[src/rtl/rand_pkg.sv]
// Shared definitions for the random-number scheduler: default seed, generator
// state payload, scheduler state encoding, default sizes and width helpers.
package rand_pkg;

  localparam int unsigned DEF_NUM_REQ    = 4;
  localparam int unsigned DEF_FIFO_DEPTH = 4;

  localparam logic [31:0] SEED_X = 32'd123456789;
  localparam logic [31:0] SEED_Y = 32'd362436069;
  localparam logic [31:0] SEED_Z = 32'd521288629;
  localparam logic [31:0] SEED_W = 32'd88675123;

  // Full xorshift128 state; also the layout of the seed staging register.
  typedef struct packed {
    logic [31:0] x;
    logic [31:0] y;
    logic [31:0] z;
    logic [31:0] w;
  } xs_state_t;

  localparam xs_state_t SEED_DEFAULT = '{x: SEED_X, y: SEED_Y, z: SEED_Z, w: SEED_W};

  typedef enum logic {
    ST_RUN    = 1'b0,
    ST_WARMUP = 1'b1
  } sched_state_t;

  // FIFO address width = clog2(FIFO_DEPTH), kept at least 1 bit.
  function automatic int unsigned fifo_aw(input int unsigned depth);
    return (depth <= 1) ? 1 : $clog2(depth);
  endfunction

  // Round-robin pointer width = clog2(NUM_REQ), kept at least 1 bit.
  function automatic int unsigned ptr_w(input int unsigned n);
    return (n <= 1) ? 1 : $clog2(n);
  endfunction

endpackage

[src/rtl/rand_sched_if.sv]
// Requester/CPU-side bundle of the random scheduler.
//   req/ack/rdata        : per-requester request level, grant pulse, granted word
//   seed_wr/addr/data/go : seed staging writes and commit
//   seed_err/ready/busy  : status back to the CPU
// master = requester/CPU side, slave = scheduler.
interface rand_sched_if #(
  parameter int unsigned NUM_REQ = 4
);
  logic [NUM_REQ-1:0] req;
  logic [NUM_REQ-1:0] ack;
  logic [31:0]        rdata;
  logic               seed_wr;
  logic [1:0]         seed_addr;
  logic [31:0]        seed_data;
  logic               seed_go;
  logic               seed_err;
  logic               ready;
  logic               busy;

  modport master (
    output req, seed_wr, seed_addr, seed_data, seed_go,
    input  ack, rdata, seed_err, ready, busy
  );

  modport slave (
    input  req, seed_wr, seed_addr, seed_data, seed_go,
    output ack, rdata, seed_err, ready, busy
  );
endinterface

[src/rtl/rand_xs128_core.sv]
// xorshift128 generator with step enable and parallel seed load.
//   clk, reset : clock, async active-high reset (loads default seed)
//   step_en    : advance one step (x,y,z,w <= y,z,w,w')
//   load_en    : load load_val (wins over step_en)
//   w_next_c   : w' of the current state (combinational)
module rand_xs128_core
  import rand_pkg::*;
(
  input  logic        clk,
  input  logic        reset,
  input  logic        step_en,
  input  logic        load_en,
  input  xs_state_t   load_val,
  output logic [31:0] w_next_c
);

  xs_state_t   s_q, s_d;
  logic [31:0] t_c;

  // Same datapath as the rand instruction.
  always_comb begin
    t_c      = s_q.x ^ (s_q.x << 11);
    w_next_c = s_q.w ^ (s_q.w >> 19) ^ t_c ^ (t_c >> 8);
    s_d      = s_q;
    if (load_en) begin
      s_d = load_val;
    end else if (step_en) begin
      s_d = '{x: s_q.y, y: s_q.z, z: s_q.w, w: w_next_c};
    end
  end

  always_ff @(posedge clk or posedge reset) begin
    if (reset) s_q <= SEED_DEFAULT;
    else       s_q <= s_d;
  end

endmodule

[src/rtl/rand_sched.sv]
// Shared random-number service: one xorshift128 generator feeding a prefetch
// FIFO, words granted round-robin to NUM_REQ requesters, CPU seed/warm-up.
//   clk, reset : clock, async active-high reset
//   bus        : rand_sched_if slave (req/ack/rdata, seed staging, status)
module rand_sched
  import rand_pkg::*;
#(
  parameter int unsigned NUM_REQ      = DEF_NUM_REQ,
  parameter int unsigned FIFO_DEPTH   = DEF_FIFO_DEPTH,
  parameter int unsigned WARMUP_STEPS = 0
) (
  input  logic clk,
  input  logic reset,
  rand_sched_if.slave bus
);

  localparam int unsigned AW = fifo_aw(FIFO_DEPTH);
  localparam int unsigned PW = ptr_w(NUM_REQ);
  localparam int unsigned CW = AW + 1;

  sched_state_t       state_q, state_d;
  logic [7:0]         warm_q, warm_d;
  xs_state_t          stg_q, stg_d;
  logic [31:0]        fifo_mem [FIFO_DEPTH];
  logic [AW-1:0]      wr_q, wr_d, rd_q, rd_d;
  logic [CW-1:0]      cnt_q, cnt_d;
  logic [PW-1:0]      rr_q, rr_d;
  logic [NUM_REQ-1:0] ack_q, ack_d;
  logic [31:0]        rdata_q, rdata_d;
  logic               seed_err_q, seed_err_d;
  logic               ready_q, ready_d;
  logic               busy_q, busy_d;

  logic               step_c, push_c, pop_c, found_c;
  logic [PW-1:0]      idx_c, cand_c;
  xs_state_t          load_val_c;
  logic [31:0]        w_next_c;

  rand_xs128_core u_core (
    .clk      (clk),
    .reset    (reset),
    .step_en  (step_c),
    .load_en  (bus.seed_go),
    .load_val (load_val_c),
    .w_next_c (w_next_c)
  );

  // Round-robin search from rr_q; a requester still seeing its ack is skipped.
  always_comb begin
    found_c = 1'b0;
    idx_c   = '0;
    cand_c  = '0;
    if ((state_q == ST_RUN) && (cnt_q != '0) && !bus.seed_go) begin
      for (int unsigned k = 0; k < NUM_REQ; k++) begin
        cand_c = PW'((32'(rr_q) + k) % NUM_REQ);
        if (!found_c && bus.req[cand_c] && !ack_q[cand_c]) begin
          found_c = 1'b1;
          idx_c   = cand_c;
        end
      end
    end
  end

  // Next-state: seed commit, warm-up countdown, FIFO push/pop and grant.
  always_comb begin
    state_d    = state_q;
    warm_d     = warm_q;
    stg_d      = stg_q;
    wr_d       = wr_q;
    rd_d       = rd_q;
    cnt_d      = cnt_q;
    rr_d       = rr_q;
    ack_d      = '0;
    rdata_d    = rdata_q;
    seed_err_d = 1'b0;
    step_c     = 1'b0;
    push_c     = 1'b0;
    pop_c      = 1'b0;
    // Commit always sees the pre-write staging value.
    load_val_c = (stg_q == '0) ? SEED_DEFAULT : stg_q;

    if (bus.seed_wr) begin
      unique case (bus.seed_addr)
        2'd0: stg_d.x = bus.seed_data;
        2'd1: stg_d.y = bus.seed_data;
        2'd2: stg_d.z = bus.seed_data;
        2'd3: stg_d.w = bus.seed_data;
      endcase
    end

    if (bus.seed_go) begin
      wr_d       = '0;
      rd_d       = '0;
      cnt_d      = '0;
      seed_err_d = (stg_q == '0);
      if (WARMUP_STEPS > 0) begin
        state_d = ST_WARMUP;
        warm_d  = 8'(WARMUP_STEPS);
      end else begin
        state_d = ST_RUN;
        warm_d  = '0;
      end
    end else if (state_q == ST_WARMUP) begin
      step_c = 1'b1;
      if (warm_q <= 8'd1) begin
        state_d = ST_RUN;
        warm_d  = '0;
      end else begin
        warm_d = warm_q - 8'd1;
      end
    end else begin
      pop_c  = found_c;
      // A full FIFO still accepts a word when the head leaves this cycle.
      push_c = (cnt_q != CW'(FIFO_DEPTH)) || pop_c;
      step_c = push_c;
      if (pop_c) begin
        ack_d[idx_c] = 1'b1;
        rdata_d      = fifo_mem[rd_q];
        rd_d         = rd_q + AW'(1);
        rr_d         = (idx_c == PW'(NUM_REQ - 1)) ? '0 : idx_c + PW'(1);
      end
      if (push_c) wr_d = wr_q + AW'(1);
      cnt_d = cnt_q + CW'(push_c) - CW'(pop_c);
    end

    ready_d = (state_d == ST_RUN) && (cnt_d != '0);
    busy_d  = (state_d == ST_WARMUP);
  end

  always_ff @(posedge clk or posedge reset) begin
    if (reset) begin
      state_q    <= ST_RUN;
      warm_q     <= '0;
      stg_q      <= SEED_DEFAULT;
      wr_q       <= '0;
      rd_q       <= '0;
      cnt_q      <= '0;
      rr_q       <= '0;
      ack_q      <= '0;
      rdata_q    <= '0;
      seed_err_q <= 1'b0;
      ready_q    <= 1'b0;
      busy_q     <= 1'b0;
    end else begin
      state_q    <= state_d;
      warm_q     <= warm_d;
      stg_q      <= stg_d;
      wr_q       <= wr_d;
      rd_q       <= rd_d;
      cnt_q      <= cnt_d;
      rr_q       <= rr_d;
      ack_q      <= ack_d;
      rdata_q    <= rdata_d;
      seed_err_q <= seed_err_d;
      ready_q    <= ready_d;
      busy_q     <= busy_d;
    end
  end

  // FIFO storage needs no reset; occupancy is tracked by the pointers.
  always_ff @(posedge clk) begin
    if (push_c) fifo_mem[wr_q] <= w_next_c;
  end

  assign bus.ack      = ack_q;
  assign bus.rdata    = rdata_q;
  assign bus.seed_err = seed_err_q;
  assign bus.ready    = ready_q;
  assign bus.busy     = busy_q;

endmodule

[src/flat_wrapper.sv]
// flat-port wrapper written by rule: the top's interface ports become plain ports
module rand_sched_flat import rand_pkg::*;
#(
  parameter int unsigned NUM_REQ      = DEF_NUM_REQ,
  parameter int unsigned FIFO_DEPTH   = DEF_FIFO_DEPTH,
  parameter int unsigned WARMUP_STEPS = 0
)
  (clk, reset, bus_req, bus_seed_wr, bus_seed_addr, bus_seed_data, bus_seed_go, bus_ack, bus_rdata, bus_seed_err, bus_ready, bus_busy);
  rand_sched_if #(.NUM_REQ(NUM_REQ)) bus_i ();
  input  logic clk;
  input  logic reset;
  input wire logic [$bits(bus_i.req)-1:0] bus_req;
  input wire logic [$bits(bus_i.seed_wr)-1:0] bus_seed_wr;
  input wire logic [$bits(bus_i.seed_addr)-1:0] bus_seed_addr;
  input wire logic [$bits(bus_i.seed_data)-1:0] bus_seed_data;
  input wire logic [$bits(bus_i.seed_go)-1:0] bus_seed_go;
  output wire logic [$bits(bus_i.ack)-1:0] bus_ack;
  output wire logic [$bits(bus_i.rdata)-1:0] bus_rdata;
  output wire logic [$bits(bus_i.seed_err)-1:0] bus_seed_err;
  output wire logic [$bits(bus_i.ready)-1:0] bus_ready;
  output wire logic [$bits(bus_i.busy)-1:0] bus_busy;
  assign bus_i.req = bus_req;
  assign bus_i.seed_wr = bus_seed_wr;
  assign bus_i.seed_addr = bus_seed_addr;
  assign bus_i.seed_data = bus_seed_data;
  assign bus_i.seed_go = bus_seed_go;
  assign bus_ack = bus_i.ack;
  assign bus_rdata = bus_i.rdata;
  assign bus_seed_err = bus_i.seed_err;
  assign bus_ready = bus_i.ready;
  assign bus_busy = bus_i.busy;
  rand_sched #(.NUM_REQ(NUM_REQ), .FIFO_DEPTH(FIFO_DEPTH), .WARMUP_STEPS(WARMUP_STEPS)) u_core (.clk(clk), .reset(reset), .bus(bus_i));
endmodule
[config.mk]
export PLATFORM = sky130hd
export DESIGN_NAME = rand_sched_flat
export DESIGN_NICKNAME = d
export VERILOG_FILES = /design/src/rtl/rand_pkg.sv /design/src/rtl/rand_sched_if.sv /design/src/rtl/rand_xs128_core.sv /design/src/rtl/rand_sched.sv /design/src/flat_wrapper.sv
export SDC_FILE = /design/constraint.sdc
export NUM_CORES = 1
export LEC_CHECK = 0
export BUFFER_PORTS_ARGS = -buffer_cell sky130_fd_sc_hd__buf_2
export CAP_MARGIN = 25
export CORE_MARGIN = 2
export CORE_UTILIZATION = 60
export DETAILED_ROUTE_END_ITERATION = 10
export PLACE_DENSITY = 0.85
export REMOVE_ABC_BUFFERS = 1
export SLEW_MARGIN = 20
export SYNTH_ARGS = -nofsm -noshare
export SYNTH_HDL_FRONTEND = slang
export SYNTH_SLANG_ARGS = --single-unit
[constraint.sdc]
create_clock -name clk -period 13.4 [get_ports clk]
set_clock_uncertainty 0.15 [all_clocks]
set_input_delay 2.01 -clock clk [delete_from_list [all_inputs] [get_ports clk]]
set_output_delay 2.01 -clock clk [all_outputs]
set_load 0.02 [all_outputs]
# After elaboration in Yosys (flattened, before gate mapping)
# Memory sizes are Yosys's and may differ from the RTL's. A register that Yosys moved wholly into a read port is not among the register bits.
# Cells that the tools add are included.
# totals
inputBits	42
register_bits	280
n_memories	1
output_inout_bits	39
wordCells	141
ram_bits	128
# op_classes
muxes	59
n_lt_le_gt_ge	7
eq_ne	6
n_addsub	9
bitwise_logic	7
n_reduce_logical	35
# memory_table
memory	words	word_bits	rd	rd_clocked_by_memory_dff	write_ports	line	text
u_core.fifo_mem	4	32	1	1	1	rand_sched.sv:24	logic [31:0] fifo_mem [FIFO_DEPTH];
# op_table
cell	count
128-bit 2-to-1 mux	3
128-bit logical NOT	1
32-bit XOR	2
32-bit by 13-bit XOR with 32-bit output	1
32-bit by 24-bit XOR with 32-bit output	1
1-bit 2-to-1 mux	27
2-bit 2-to-1 mux	12
8-bit 2-to-1 mux	3
1-bit binary-select mux with 2-bit select	8
2-bit by 3-bit less-than comparator with 1-bit output (second input constant)	5
4-bit 2-to-1 mux	3
2-bit AND reduction	6
1-bit logical AND	11
2-bit by 1-bit adder with 2-bit output (second input constant)	4
8-bit by 1-bit <= comparator with 1-bit output (second input constant)	1
1-bit logical NOT	8
2-bit nonzero test	4
8-bit by 1-bit subtractor with 8-bit output (second input constant)	1
2-bit equality test (second input constant)	3
3-bit 2-to-1 mux	2
3-bit nonzero test	2
2-bit adder (second input constant)	2
3-bit by 1-bit adder with 3-bit output	1
3-bit != test (second input constant)	1
9 further kinds	11

# Depth between registers and ports, before layout
# Gate-level depths: netlist of the first run.
# depth
word_depth	28
mapped_depth	14
ltp_nobuf	12

# Hierarchy
# Synthesis of the first run repeated with hierarchy kept, for this count alone.
# hier_totals
hier_cells	1598
area_unflattened_um2	20064.2
# by_module_without_submodules
module	n_inst	seq_area_each_um2	cells_each	area_per_inst_um2
rand_sched	1	8524.4	911	13087.6
rand_xs128_core	1	3279.4	687	6976.7

# Least setup slack after synthesis of the first run
# OpenSTA, ideal clock, no wires.
# synth_path
path_type	input-to-reg
start	input bus_req[1]
end	register u_core.ready_q, in the netlist u_core.bus.ready
t_required_ns	13.151
setup_slack_ns	8.224
setup_time_ns	0.099
n_path_buf	2
stages	14
t_arrival_ns	4.927
path_cell_list	nor2b_1 > or4_1 > buf_2 > nand2_1 > clkinv_1 > clkbuf_1 > ha_1 > inv_1 > ha_1 > fa_1 > xor2_1 > nor2_1 > xnor2_1 > a311oi_1
# synth_via
elab_chain_cells	27
word_cells_on_any_way	33
classes_between	2 x add/sub; 18 x mux; 13 x reduce/logical
# synth_lines
element	line	text
start, declared	flat_wrapper.sv:12	input wire logic [$bits(bus_i.req)-1:0] bus_req;
1-bit binary-select mux with 2-bit select	rand_sched.sv:56	if (!found_c && bus.req[cand_c] && !ack_q[cand_c]) begin
1-bit 2-to-1 mux (not written as such)	rand_sched.sv:56	
1-bit logical AND	rand_sched.sv:56	
1-bit 2-to-1 mux	rand_sched.sv:56	
1-bit 2-to-1 mux	rand_sched.sv:53	if ((state_q == ST_RUN) && (cnt_q != '0) && !bus.seed_go) begin
1-bit logical NOT	rand_sched.sv:56	
1-bit logical AND (2 in a row)	rand_sched.sv:56	
1-bit 2-to-1 mux	rand_sched.sv:56	
[... 11 more ...]	n/a	
1-bit logical OR	rand_sched.sv:114	push_c = (cnt_q != CW'(FIFO_DEPTH)) || pop_c;
3-bit by 1-bit adder with 3-bit output	rand_sched.sv:123	cnt_d = cnt_q + CW'(push_c) - CW'(pop_c);
3-bit by 1-bit subtractor with 3-bit output *	rand_sched.sv:123	
3-bit 2-to-1 mux *	rand_sched.sv:103	end else if (state_q == ST_WARMUP) begin
3-bit 2-to-1 mux *	rand_sched.sv:91	if (bus.seed_go) begin
3-bit nonzero test *	rand_sched.sv:126	ready_d = (state_d == ST_RUN) && (cnt_d != '0);
1-bit logical AND *	rand_sched.sv:126	
named net u_core.ready_d	rand_sched.sv:31	logic ready_q, ready_d;
end signal, assigned	rand_sched.sv:155	ready_q <= ready_d;
end, declared	rand_sched.sv:31	
# The timed path passes the listed nets; every way through them passes the cells marked *. The select of a mux whose other input is x is not followed.
# A chain may end at the register's enable or synchronous reset.

# Worst setup path in the final report of the first run
# layout_path
start	input bus_seed_go
end	register u_core.ready_q, in the netlist u_core.bus.ready
# layout_via
elab_chain_cells	10
word_cells_on_any_way	12
classes_between	2 x add/sub; 4 x mux; 1 x bitwise; 5 x reduce/logical
# layout_lines
element	line	text
start, declared	flat_wrapper.sv:16	input wire logic [$bits(bus_i.seed_go)-1:0] bus_seed_go;
1-bit logical NOT	rand_sched.sv:53	
1-bit logical AND	rand_sched.sv:53	
1-bit 2-to-1 mux	rand_sched.sv:53	
1-bit logical OR	rand_sched.sv:114	
3-bit by 1-bit adder with 3-bit output	rand_sched.sv:123	
3-bit by 1-bit subtractor with 3-bit output	rand_sched.sv:123	
3-bit 2-to-1 mux	rand_sched.sv:103	
3-bit 2-to-1 mux	rand_sched.sv:91	
3-bit nonzero test	rand_sched.sv:126	
1-bit logical AND *	rand_sched.sv:126	
named net u_core.ready_d	rand_sched.sv:31	
# The timed path passes the listed nets; every way through them passes the cells marked *.

==> results of run 1 <==
## path summary, 6_finish.rpt
check / to / start / slack [ns] / cells past startpoint
worst max-delay path: u_core.bus.ready / bus_seed_go / 8.03 / 14
worst min-delay path: u_core.bus.rdata[17] / u_core.bus.rdata[17] / 0.32 / 2
worst max register to register: u_core.bus.ready / u_core.state_q / 9.30 / 13
worst min register to register: u_core.bus.rdata[17] / u_core.bus.rdata[17] / 0.32 / 2
max in group asynchronous: u_core.u_core.s_q[45] / reset / 9.50 / 5
min in group asynchronous: u_core.bus.rdata[29] / reset / 1.45 / 2
## final cells by class
cell class,count,share of cell area
Clock inverter,11,0.00529
Sequential cell,440,0.555
Multi-Input combinational cell,913,0.314
Inverter,76,0.0138
Timing Repair Buffer,103,0.0286
Tap cell,402,0.0236
Clock buffer,68,0.0607
## sequential cells by signal (all words and copies together), names as in the netlist, 2 cells and up
signal,count
u_core.wr_q,2
u_core.warm_q,8
u_core.stg_q,128
u_core.fifo_mem,128
u_core.rd_q,2
u_core.cnt_q,3
u_core.rr_q,2
u_core.u_core.s_q,128
u_core.bus.rdata,32
u_core.bus.ack,4
## cell usage in the layout, fill, tap and decap left out, types with 2 or more instances in the layout
master and n:
edfxtp_1 128, nand2_1 190, nor4_1 35, or3_1 3
a21oi_1 12, clkinv_1 4, a211oi_2 8, buf_2 79
a311oi_1 2, clkbuf_1 15, mux2i_1 65, ha_1 12
clkbuf_8 8, nor2b_1 6, and3_1 9, dfrtp_2 2
o21ai_1 7, clkinv_2 4, o41ai_1 2, dfrtp_1 188
a31oi_1 3, inv_1 72, nor3_1 64, buf_4 22
a211oi_1 53, clkinv_4 2, or4_1 2, bufinv_16 2
mux4_2 32, dfstp_2 122, mux2_2 112, nand3b_1 4
nand4_1 9, nor2_1 83, xor2_1 12, o21ai_0 81
o31ai_1 3, xnor2_1 89, clkbuf_16 45
## worst max-delay path, delay by kind of cell
family,cells,cell delay [ns]
simple gates,3,1.03
buf+inv,4,0.76
xor+xnor,2,0.27
compound gates,2,0.70
fa+ha+maj,3,0.78
## through the flow
| step | setup WS [ns] | utilization | power, mW | hold slack [ns] | instance area (sq um) |
|---|---|---|---|---|---|
| after global routing | 7.86 | 0.678 | 5.04 | 0.340 | 21300 |
| final | 8.03 | 0.678 | 4.82 | 0.318 | 21300 |
| after global placement | 7.75 | 0.632 | 3.50 | 0.303 | 19800 |
| after detailed placement | 7.60 | 0.633 | 3.60 | 0.308 | 19900 |
| after CTS | 8.11 | 0.677 | 4.82 | 0.323 | 21300 |
| after floorplan | 2.81 | - | 3.12 | 0.294 | 18700 |
## report_power, final
part           internal (mW)  switching, mW
Clock                  0.701          0.496
Combinational          0.527          0.800
Sequential              2.00          0.300
Total                   3.23           1.60
## cell families after synthesis
group | after synthesis | share of synthesized area
AND/OR/NAND/NOR | 412 | 0.0963
flip-flops | 440 | 0.619
buffers and inverters | 157 | 0.0325
multiplexers | 209 | 0.138
AO/OA/AOI/OAI | 178 | 0.0593
adder cells (fa/ha/maj) | 13 | 0.00892
XOR/XNOR | 101 | 0.0464
## layer usage
| layer | vias up | wire length (um) |
|---|---|---|
| li1 | 5447 | - |
| met1 | 6180 | 18100 |
| met5 | - | 0 |
| met3 | 122 | 4080 |
| met2 | 585 | 21800 |
| met4 | 0 | 1760 |
==> impl_results.md, run 1 <==
* Fin. max-slew vios at 0
* Most frequent cells after synthesis: dfrtp_1 (190), nand2_1 (190), edfxtp_1 (128)
* Synth area leader: dfrtp_1
* Asr flop ratio synth at 0.709
* Layout Area Growth over Synthesis at 11.6%
* Final cell count without fillers at 2,013
* Final-report setup violation count at 0
* Seq/Total Area, Yosys at 0.619
* Clock sinks at 440
* Longest Clk Path Bufs at 3
* Initial DRC Count at 1,367
* Hold Fails Final Rpt at 0
* Row count at 65
* Status: complete, no violations
* GR met3 Demand/Resource at 0.0547
* Crit. End Element: flip-flop
* Yosys reg bits at 440
* Slowest stage cell on the critical path: nor2_1
* Number of enable flip-flop cells after synthesis at 128
* DR WL/cell at 22.7 um
* CTS Buf Count at 43
* Clk Latency, worst-skew pair at 0.54 ns
* Placed insts at 1,933
* GR Util met2 at 0.452
* Crit-path max FO at 39
* Synth Instances at 1,510
* Core area at 0.0314 sq mm
* Ys flop type: dfrtp_1
* Syn. warnings at 0
* DRC viols at 0
* Fmax at 0.186 GHz
* Final TNS setup at 0 ns
* Largest net degree at the start of global routing at 112
* Startpoint Class: input port
* Hold buffer count at CTS at 0
* RSZ-0062 raised after global routing: false
* Hold Path Class: flip-flop to flip-flop
* Drt pass-1 iters at 5
* Die Width at 182 um
* Total track usage at 0.281
* Post-synth cell types at 48
* Post_cts resized at 0
* Starting Density at 0.608
* Fillcell total at 2,145
* Clock-pin slew on the worst setup and hold paths at 0.06 ns
* I/O pins at 81
* Max IR drop VDD at 129 uV
* WS Path Type: input port to flip-flop
* Initial antenna violation count at 0
* Post-DRT Antenna Nets at 0
* Peak per-stage delay on the critical path at 0.76 ns
* Final nets at 1,632
* Slew HR at 0.391
* Pwr Density at roughly 230 mW/mm^2
* Synth top area share at 0.249
* Gr busiest metal: met2
* Total congestion overflow at 0
* # H-tree levels at 2
* Grt met1 use at 0.386
* Die Span Y at 182 um
* Crit path arrival time at 5.65 ns
* Post-DP HPWL at 29,200 um
* Worst path required time at 13.68 ns
* Number of global-route vias before repair at approximately 12,000
* Multi-input gate area at 0.00668 sq mm
* Root Driver: clkbuf_16
* Slew @ Worst Pin at 0.914 ns
* Number of max-cap violations at 0
* TritonCTS clock tree: built
* Crit path cell chain: buf_4, nor2_1, o31a_1, nand2_1, clkinv_1, buf_4, ha_1, inv_1, ha_1, fa_1, xor2_1, nor2_1, xnor2_1, a311oi_1
* Vias post-DR at 12,300
* Leakage power at 8.61 nW
* Final Cycle Share at 0.401
* Sequential standard cell area at 0.0118 sq mm
* Drt total wl at about 46,000 um
* Input/output buffers at 80
* Post-CTS setup buffer count at 0
* Synthesized cell area at 0.0191 sq mm
* Top cells by area, synth: dfrtp_1 (25%), edfxtp_1 (20%), dfstp_2 (17%), mux2_2 (6.6%), xnor2_1 (4.1%)
* Die area at 0.0332 sq mm
* Layout cells sized above 1 at 0.278
* DR vias/cell at 6.13
* Tmin final at 5.37 ns
* N_diodes at 0
* Mean Syn Cell Area at roughly 13 sq um
* First-pass GRT wire length at between 70,000 and 80,000 um
* RD Place Congestion at 0.843
Power figures use the tool's default switching activity.
==> run 2: changes to the inputs <==
CORE_UTILIZATION = 56   (was 60)
PLACE_DENSITY = 0.83   (was 0.85)
clock period = 4.75 ns   (was 13.4 ns; I/O delays follow)
==> run 2 against run 1 <==
  * First-iteration DRC count is 11% lower
  * Combinational power rose to 2.8 times the previous value
  * Clock-buffer cell count is 2 higher
  * Cell count up 3.1%
  * Via count down 0.29%
  * Highest routed layer is now met5
==> impl_results.md, run 2 (synthesized netlist as in run 1, its figures left out) <==
* Core area at 0.0335 sq mm (was 0.0314 sq mm)
* CP dominant cell by count: ha_1
* Max IR drop VDD at 391 uV (was 129 uV)
* Starting Density at 0.569 (was 0.608)
* Post-CTS setup buffer count at 0 (unchanged)
* Total congestion overflow at 0 (unchanged)
* Die Width at 189 um (was 182 um)
* Total track usage at 0.257 (was 0.281)
* Drt pass-1 iters at 5 (unchanged)
* Hold Slack at 0.170 ns (was 0.318 ns)
* Top delay family on crit path: simple AND/OR/NAND/NOR gates (unchanged)
* Hold Fails Final Rpt at 0 (unchanged)
* Top Registers: u_core.fifo_mem x128, u_core.stg_q x128, u_core.u_core.s_q x128 (unchanged)
* Final cell count without fillers at 2,075 (was 2,013)
* Final nets at 1,645 (was 1,632)
* Slew @ Worst Pin at 0.907 ns (was 0.914 ns)
* Die area at 0.0356 sq mm (was 0.0332 sq mm)
* Post-DP HPWL at 29,600 um (was 29,200 um)
* Largest net degree at the start of global routing at 184 (was 112)
* Slew HR at 0.396 (was 0.391)
* Number of global-route vias before repair at 12,500 (about the same)
* Final Cycle Share at 0.668
* Clock-pin slew on the worst setup and hold paths at 0.06 ns (about the same)
* Longest Clk Path Bufs at 3 (unchanged)
* DRC viols at 0 (unchanged)
* Most common cell after layout, fill and taps aside: nand2_1 (unchanged)
* Commonest cells after routing, fill and taps aside: nand2_1 (190), dfrtp_1 (189), edfxtp_1 (128) (was nand2_1 (190), dfrtp_1 (188), edfxtp_1 (128))
* CTS Buf Count at 44 (was 43)
* Peak per-stage delay on the critical path at 0.70 ns (was 0.76 ns)
* Hold Path Class: input port to async pin (was flip-flop to flip-flop)
* Layout cells sized above 1 at 0.288 (was 0.278)
* Tmin final at between 3 and 4 ns
* Input/output buffers at 80 (unchanged)
* Pwr Density at 635 mW/mm^2 (was 227 mW/mm^2)
* Initial antenna violation count at 2 (was 0)
* Placed insts at 1,992 (was 1,933)
* Number of max-cap violations at 0 (unchanged)
* Leakage power at 8.74 nW (was 8.61 nW)
* Bufs and invs on worst path at 3 (was 4)
* Clock sinks at 440 (unchanged)
* Row count at 67 (was 65)
* Root Driver: clkbuf_16 (unchanged)
* Hold buffer count at CTS at 0 (unchanged)
* Status: complete, no violations (unchanged)
* I/O pins at 81 (unchanged)
* WS Path Type: input port to flip-flop (unchanged)
* Post-DRT Antenna Nets at 0 (unchanged)
* Clk Latency, worst-skew pair at 0.54 ns (about the same)
* Crit path cell chain: buf_2, nor2b_1, or4_1, nand2_1, clkinv_1, ha_1, inv_1, ha_1, fa_1, xor2_1, nor2_1, xnor2_1, a311oi_1 (was buf_4, nor2_1, o31a_1, nand2_1, clkinv_1, buf_4, ha_1, inv_1, ha_1, fa_1, xor2_1, nor2_1, xnor2_1, a311oi_1)
* Initial DRC Count at 1,213 (was 1,367)
* Crit path arrival time at 3.46 ns (was 5.65 ns)
* RSZ-0062 raised after global routing: false (unchanged)
* Final-report setup violation count at 0 (unchanged)
* Post_cts resized at 0 (unchanged)
* Crit-path max FO at 8 (was 39)
* Slowest stage cell on the critical path: or4_1 (was nor2_1)
* Power Total at 13.7 mW (was 4.82 mW)
* RD Place Congestion at 0.871 (was 0.843)
* TritonCTS clock tree: built (unchanged)
* Drt total wl at 45,000 um (was 45,700 um)
* Fin. max-slew vios at 0 (unchanged)
* Vias post-DR at 12,300 (about the same)
* Die Span Y at 189 um (was 182 um)
* Crit. End Element: flip-flop (unchanged)
* First-pass GRT wire length at 70,700 um (was 71,300 um)
* Startpoint Class: input port (unchanged)
* # H-tree levels at 2 (unchanged)
* Fmax at 0.315 GHz
* DR vias/cell at 5.93 (was 6.13)
* Worst path required time at 5.04 ns (was 13.68 ns)
* Layout Area Growth over Synthesis at 13.1% (was 11.6%)
* DR WL/cell at 21.7 um (was 22.7 um)
==> run 2: cell types whose count changed in the layout (fill, tap and decap cells not counted), sizes merged <==
| cell | previous run | this run |
|---|---|---|
| bufinv | 2 | 0 |
| buf | 103 | 115 |
| clkinv | 10 | 13 |
| clkbuf | 68 | 70 |
| diode | 0 | 1 |
==> run 2: area by class of cell <==
class,instances,area (sq um)
clock inverters,12,70.1
well taps,448,561
diodes,1,2.50
repair buffers,115,723
flip-flops and latches,440,11800
multi-input cells,913,6680
inverters,76,293
fillers,2427,12000
clock buffers,70,1450
==> run 2: per-layer routing <==
| metal | routed length, um | part of all wire | up-vias | global-route usage |
|---|---|---|---|---|
| met5 | 12 | 0.00027 | - | 0 |
| met3 | 3520 | 0.078 | 93 | 0.0507 |
| li1 | - | - | 5504 | - |
| met1 | 18900 | 0.42 | 6220 | 0.361 |
| met4 | 1510 | 0.033 | 2 | 0.0850 |
| met2 | 21100 | 0.47 | 479 | 0.406 |
==> run 2: power breakdown <==
part / internal [mW] / switching (mW)
Clock: 2.09 / 1.43
Sequential: 5.64 / 0.803
Combinational: 1.49 / 2.24
Total: 9.22 / 4.47
==> run 2: path summary, 6_finish.rpt <==
check | start | to | slack (ns) | depth (start not counted)
worst max-delay path | bus_req[1] | u_core.bus.ready | 1.58 | 13
worst min-delay path | reset | u_core.bus.rdata[7] | 0.17 | 2
worst max register to register | u_core.bus.ack[3] | u_core.bus.ready | 1.58 | 12
worst min register to register | u_core.bus.rdata[22] | u_core.bus.rdata[22] | 0.31 | 2
max in group asynchronous | reset | u_core.stg_q[41] | 3.27 | 3
min in group clk | bus_seed_data[2] | u_core.stg_q[98] | 0.27 | 3
==> run 2: metrics by stage <==
step | utilization | instance area, sq um | setup TNS (ns) | worst slack, ns
floorplan | - | 18700 | -1289.34 | -4.54
global placement | 0.597 | 20000 | 0 | 1.08
detailed placement | 0.598 | 20100 | 0 | 1.04
CTS | 0.643 | 21600 | 0 | 1.58
global route | 0.644 | 21600 | 0 | 1.40
finish | 0.644 | 21600 | 0 | 1.58
